`config.mk`:
```
export PLATFORM = sky130hd
export DESIGN_NAME = grant_stream_ctrl_flat
export DESIGN_NICKNAME = d
export VERILOG_FILES = /design/src/rtl/grant_stream_ctrl_if.sv /design/src/rtl/grant_stream_ctrl.sv /design/src/flat_wrapper.sv
export SDC_FILE = /design/constraint.sdc
export NUM_CORES = 1
export LEC_CHECK = 0
export CAP_MARGIN = 0
export CORE_MARGIN = 5
export CORE_UTILIZATION = 31
export CTS_CLUSTER_DIAMETER = 30
export CTS_CLUSTER_SIZE = 28
export DETAILED_ROUTE_END_ITERATION = 7
export MAX_ROUTING_LAYER = met4
export PLACE_DENSITY = 0.79
export SLEW_MARGIN = 20
export SYNTH_ARGS = -nofsm -noshare
export SYNTH_HDL_FRONTEND = slang
export SYNTH_SLANG_ARGS = --single-unit
```
`constraint.sdc`:
```
create_clock -name clk -period 1.73 [get_ports clk]
set_input_delay 0.4325 -clock clk [delete_from_list [all_inputs] [get_ports clk]]
set_output_delay 0.4325 -clock clk [all_outputs]
set_load 0.02 [all_outputs]
```
`src/rtl/grant_stream_ctrl_if.sv`:
```
// rtl/grant_stream_ctrl_if.sv - selector, channel and shared-output signals of grant_stream_ctrl
interface grant_stream_ctrl_if #(
  parameter int WIDTH  = 8,
  parameter int DATA_W = 8
);
  logic [WIDTH-1:0]        req;
  logic [WIDTH*DATA_W-1:0] ch_data;
  logic [WIDTH-1:0]        ch_valid;
  logic [WIDTH-1:0]        ch_last;
  logic [WIDTH-1:0]        ch_ready;
  logic                    sel_enable;
  logic                    sel_latch;
  logic [WIDTH-1:0]        grants;
  logic                    granted;
  logic [DATA_W-1:0]       out_data;
  logic                    out_valid;
  logic                    out_last;
  logic                    out_ready;

  // controller view
  modport slave (
    input  req, ch_data, ch_valid, ch_last, grants, granted, out_ready,
    output ch_ready, sel_enable, sel_latch, out_data, out_valid, out_last
  );

  // environment view: channel sources, selector and transmit path
  modport master (
    output req, ch_data, ch_valid, ch_last, grants, granted, out_ready,
    input  ch_ready, sel_enable, sel_latch, out_data, out_valid, out_last
  );
endinterface

```
`src/rtl/grant_stream_ctrl.sv`:
```
// rtl/grant_stream_ctrl.sv - one-packet-per-grant sequencer and data mux behind a priority selector
module grant_stream_ctrl #(
  parameter int WIDTH    = 8,
  parameter int DATA_W   = 8,
  parameter int IDLE_MAX = 255
) (
  input  logic               clk,
  input  logic               rst,
  grant_stream_ctrl_if.slave bus,
  output logic               busy_o,
  output logic               timeout_o,
  output logic               abort_o
);

  typedef enum logic [1:0] {IDLE, GRANT_WAIT, XFER, RELEASE} state_t;

  // counter value that, with one more empty cycle, reaches IDLE_MAX
  localparam logic [15:0] IDLE_LIM = 16'(IDLE_MAX - 1);

  state_t            state_q;
  logic [15:0]       idle_cnt_q;
  logic              in_xfer;
  logic              beat_acc;
  logic              last_acc;
  logic [DATA_W-1:0] mux_data;
  logic              mux_last;

  // AND-OR mux of the granted channel; grants are trusted to be one-hot
  always_comb begin
    mux_data = '0;
    mux_last = 1'b0;
    for (int i = 0; i < WIDTH; i++) begin
      mux_data = mux_data | (bus.ch_data[i*DATA_W +: DATA_W] & {DATA_W{bus.grants[i]}});
      mux_last = mux_last | (bus.ch_last[i] & bus.grants[i]);
    end
  end

  // stream path is live only in XFER; selector controls and status pulses decode from state
  always_comb begin
    in_xfer        = (state_q == XFER);
    bus.out_valid  = in_xfer & |(bus.ch_valid & bus.grants);
    bus.out_data   = in_xfer ? mux_data : '0;
    bus.out_last   = in_xfer & mux_last;
    bus.ch_ready   = in_xfer ? (bus.grants & {WIDTH{bus.out_ready}}) : '0;
    beat_acc       = bus.out_valid & bus.out_ready;
    last_acc       = beat_acc & bus.out_last;
    // a last beat accepted in the same cycle the grant drops still completes the packet
    abort_o        = in_xfer & ~bus.granted & ~last_acc;
    timeout_o      = in_xfer & ~beat_acc & ~abort_o & (idle_cnt_q == IDLE_LIM);
    bus.sel_enable = (state_q == IDLE);
    // RELEASE latches with enable low so the selector clears its grants
    bus.sel_latch  = ((state_q == IDLE) & |bus.req) | (state_q == RELEASE);
    busy_o         = (state_q != IDLE);
  end

  // packet sequencing and the XFER inactivity counter
  always_ff @(posedge clk) begin
    if (rst) begin
      state_q    <= IDLE;
      idle_cnt_q <= '0;
    end else begin
      case (state_q)
        IDLE: begin
          idle_cnt_q <= '0;
          if (|bus.req) state_q <= GRANT_WAIT;
        end
        GRANT_WAIT: begin
          state_q <= bus.granted ? XFER : RELEASE;
        end
        XFER: begin
          idle_cnt_q <= beat_acc ? 16'd0 : idle_cnt_q + 16'd1;
          if (last_acc || abort_o || timeout_o) state_q <= RELEASE;
        end
        default: begin
          idle_cnt_q <= '0;
          state_q    <= IDLE;
        end
      endcase
    end
  end

endmodule
```
`src/flat_wrapper.sv`:
```
// flat-port wrapper written by rule: the top's interface ports become plain ports
module grant_stream_ctrl_flat 
#(
  parameter int WIDTH    = 8,
  parameter int DATA_W   = 8,
  parameter int IDLE_MAX = 255
)
  (clk, rst, busy_o, timeout_o, abort_o, bus_req, bus_ch_data, bus_ch_valid, bus_ch_last, bus_grants, bus_granted, bus_out_ready, bus_ch_ready, bus_sel_enable, bus_sel_latch, bus_out_data, bus_out_valid, bus_out_last);
  grant_stream_ctrl_if #(.WIDTH(WIDTH), .DATA_W(DATA_W)) bus_i ();
  input  logic clk;
  input  logic rst;
  output logic busy_o;
  output logic timeout_o;
  output logic abort_o;
  input wire logic [$bits(bus_i.req)-1:0] bus_req;
  input wire logic [$bits(bus_i.ch_data)-1:0] bus_ch_data;
  input wire logic [$bits(bus_i.ch_valid)-1:0] bus_ch_valid;
  input wire logic [$bits(bus_i.ch_last)-1:0] bus_ch_last;
  input wire logic [$bits(bus_i.grants)-1:0] bus_grants;
  input wire logic [$bits(bus_i.granted)-1:0] bus_granted;
  input wire logic [$bits(bus_i.out_ready)-1:0] bus_out_ready;
  output wire logic [$bits(bus_i.ch_ready)-1:0] bus_ch_ready;
  output wire logic [$bits(bus_i.sel_enable)-1:0] bus_sel_enable;
  output wire logic [$bits(bus_i.sel_latch)-1:0] bus_sel_latch;
  output wire logic [$bits(bus_i.out_data)-1:0] bus_out_data;
  output wire logic [$bits(bus_i.out_valid)-1:0] bus_out_valid;
  output wire logic [$bits(bus_i.out_last)-1:0] bus_out_last;
  assign bus_i.req = bus_req;
  assign bus_i.ch_data = bus_ch_data;
  assign bus_i.ch_valid = bus_ch_valid;
  assign bus_i.ch_last = bus_ch_last;
  assign bus_i.grants = bus_grants;
  assign bus_i.granted = bus_granted;
  assign bus_i.out_ready = bus_out_ready;
  assign bus_ch_ready = bus_i.ch_ready;
  assign bus_sel_enable = bus_i.sel_enable;
  assign bus_sel_latch = bus_i.sel_latch;
  assign bus_out_data = bus_i.out_data;
  assign bus_out_valid = bus_i.out_valid;
  assign bus_out_last = bus_i.out_last;
  grant_stream_ctrl #(.WIDTH(WIDTH), .DATA_W(DATA_W), .IDLE_MAX(IDLE_MAX)) u_core (.clk(clk), .rst(rst), .bus(bus_i), .busy_o(busy_o), .timeout_o(timeout_o), .abort_o(abort_o));
endmodule
```
==> reports/metrics.csv, run 1 <==
stage,metric,value,unit
status,status,"complete, but fails checks",
drt,post-route ant nets,0,
power_and_ir_drop,Pwr Density,785,mW/mm2
cells_and_area,Antenna Cells,0,
sta,Least-Margin Pin Slew,0.303,ns
sta,final critical-path share of the clock period,1.21,
global_routing,gr usage total,0.260,
setup_path,crit path cell chain,"or4_4, nor3_4, nand2_2, nor2_4, buf_6",
synth,Synth top area share,0.215,
worst_hold_path,HP Class,flop to flop,
die,Starting Density,0.324,
sta,Final setup viols,37,
synth,"EDFF count, synth",0,
setup_path,critical path type,flop to primary output,
cts,maximum clock path buffer count,2,
die,I/O pins,123,
drt,DRC violations left,0,
cts,CTS Buf Count,3,
cells_and_area,area grow syn2layout,137,%
setup_path,WP buf/inv,1,
setup_path,Worst Path Max Fanout,2,
synth,post-synth cell types,34,
place,port bufs,122,
drt,detailed-route via count,2835,
global_routing,largest net degree at the start of global routing,25,
global_routing,GRT overflow,0,
sta,max_slew headroom,0.798,
global_routing,global-route wire length before repair,14300,um
setup_path,Crit path largest cell delay,0.56,ns
sta,fin. max-slew vios,0,
synth,YS warnings,0,
synth,synthesized instance count,224,
flow_run,Max Cap Viol,0,
setup_path,Top delay family on crit path,simple AND/OR/NAND/NOR gates,
cts,Sink Count,18,
sta,Peak Freq,479,MHz
cells_and_area,# fillers,306,
cells_and_area,layout cell share with drive strength beyond 1,0.534,
setup_path,Worst R2R Setup Slack,-0.34,ns
synth,most common cell in the netlist,a22oi_1,
sta,skew final,0.00573,ns
setup_path,crit start category,flop,
drt,Via density,6.02,
die,Chip Height,83.6,um
global_routing,number of global-route vias before repair,2727,
die,core area,0.00517,mm2
power_and_ir_drop,Pleak,1.56,nW
synth,"Cell Area, Synth",0.00168,mm2
place,GPL Wtd Cong,1.02,
die,Chip Width,83.6,um
cells_and_area,design area,0.00398,mm2
setup_path,reg2reg start,u_core.idle_cnt_q[11]$_SDFFE_PP0P_,
cts,CTS tree,done,
power_and_ir_drop,maximum vdd drop,907,uV
synth,synth cell count leaders,"a22oi_1, dfxtp_1, and3_1, clkbuf_1",
synth,Post-synth top flop,dfxtp_1,
synth,syn nets,331,
setup_path,Worst EP required,1.30,ns
setup_path,RR Endpoint,u_core.state_q[1]$_SDFFE_PP0P_,
synth,ys async rst share,0,
status,failing checks,negative setup slack,
sta,min cycle time layout,2.09,ns
die,Core Rows,26,
cts,Clock Latency Late Sink,0.26,ns
synth,synthesized flop and latch total,18,
place,pre-CTS WS,-0.931,ns
place,Final HPWL DP,6990,um
cells_and_area,"Core Util, Final",0.769,
setup_path,CP max stage cell,or4_4,
place,area post-placement,0.00337,mm2
power_and_ir_drop,Final Power,3.12,mW
worst_hold_path,hold path cells,3,
drt,drt wl/cell,22.6,um
cts,H-tree depth,1,
synth,largest area contributor in the netlist,dfxtp_1,
sta,RSZ-0062 raised after global routing,true,
setup_path,Worst EP arrival,1.66,ns
worst_hold_path,WHS Endpoint,u_core.idle_cnt_q[7]$_SDFFE_PP0P_,
sta,fin worst setup slack,-0.359,ns
synth,sequential area share after synthesis,0.215,
cts,clock-pin slew on the worst setup and hold paths,0.07,ns
cells_and_area,post-layout net count,509,
drt,WL final,10600,um
synth,Synth Area per Inst,7.49,um2
worst_hold_path,min-delay src,u_core.idle_cnt_q[7]$_SDFFE_PP0P_,
place,placed cells,452,
global_routing,initial antenna violation count,0,
sta,Hold Fails Final Rpt,0,
cells_and_area,Layout Cells excl Fill,471,
drt,initial DRC count,348,
drt,DR pass1 iterations,5,
setup_path,CP endpoint kind,primary output,
synth,dominant cells by area after synthesis,"dfxtp_1, a22oi_1, and3_1, a41oi_1, ha_1",
die,die area,0.00698,mm2
setup_path,R2R cell count,6,
cts,CTS root buf,clkbuf_8,
worst max path at each step:
stage	start	to	slack, ns	depth (start not counted)
after CTS	u_core.idle_cnt_q[11]$_SDFFE_PP0P_	timeout_o	-0.32	5
after detailed placement	bus_grants[1]	abort_o	-0.93	5
final	u_core.idle_cnt_q[11]$_SDFFE_PP0P_	timeout_o	-0.36	5
after floorplan	u_core.state_q[0]$_SDFFE_PP0P_	bus_out_data[0]	-0.07	4
after global routing	u_core.idle_cnt_q[11]$_SDFFE_PP0P_	u_core.state_q[1]$_SDFFE_PP0P_	-0.39	6
after global placement	bus_grants[5]	abort_o	-0.89	5
what timing repair did:
action	CTS	global route
endpoints found under the hold margin	0	0
pin swaps	38	24
hold buffers	0	0
setup endpoints to repair	40	41
resized for setup	323	55
cloned	0	2
setup buffers	8	5
routing by layer:
metal  global-route usage  routed length [um]
met4               0.0965                 490
met1                0.301                4100
met5                    -                   0
met2                0.421                5190
met3               0.0800                 858
cells by family (layout without fill, tap and decap cells):
kind of cell               Yosys count  in the layout  share of synthesized area
and+or+nand+nor                     95             95                      0.331
AOI/OAI and AO/OA                   79             79                      0.339
buffers and inverters               23            200                     0.0522
DFF                                 18             18                      0.215
adders and majority gates            7              7                     0.0522
xor gates and xnor gates             2              2                     0.0104
area by class of cell:
cell class	count	area [um2]	share of cell area
Multi-Input combinational cell	183	1650	0.416
Sequential cell	18	368	0.0925
Clock buffer	4	55.1	0.0138
Inverter	6	27.5	0.00692
Tap cell	70	87.6	0.0220
Timing Repair Buffer	190	1790	0.449
power by group:
part	leakage, nW	internal, mW	switching, mW	total, mW
Clock	0.0288	0.203	0.148	0.350
Combinational	1.39	1.21	1.09	2.30
Sequential	0.148	0.446	0.0225	0.469
Total	1.56	1.86	1.26	3.12
sequential cells by signal (all words and copies together) (netlist names):
| register | flops |
|---|---|
| u_core.idle_cnt_q | 16 |
| u_core.state_q | 2 |
metrics by stage:
step / hold slack, ns / TNS (ns)
floorplan: 0.458 / -0.663
CTS: 0.588 / -2.25
global route: 0.642 / -5.18
global placement: 0.485 / -26.11
finish: 0.624 / -4.24
detailed placement: 0.507 / -27.20
worst min-delay path, cell delays in order, from the launching register on:
cell and delay [ns]:
dfxtp_1 0.31, buf_4 0.14, o21ai_0 0.06, a21oi_1 0.06
placed cells by master, fill, tap and decap left out, drive strengths merged, types with 3 or more instances in the layout:
cell           Yosys  final
and2               4      4
or4                6      6
ha                 7      7
and3              17     17
a41oi             10     10
inv                5      5
a21oi             11     11
or3               12     12
o221ai             3      3
nand2             14     14
buf                1    114
nand4             14     14
dfxtp             18     18
a22oi             40     40
nor2               9      9
clkbuf            16     11
nand3              5      5
clkdlybuf4s50      0     65
o21ai              7      7
a31oi              3      3
nor3               3      3
No activity file was read; power rests on OpenSTA's default activity.
==> run 2, diff against run 1 <==
SLEW_MARGIN = unset   (was 20)
==> results of run 2 <==
The final DEF is identical to that of run 1; final timing and power are the same.
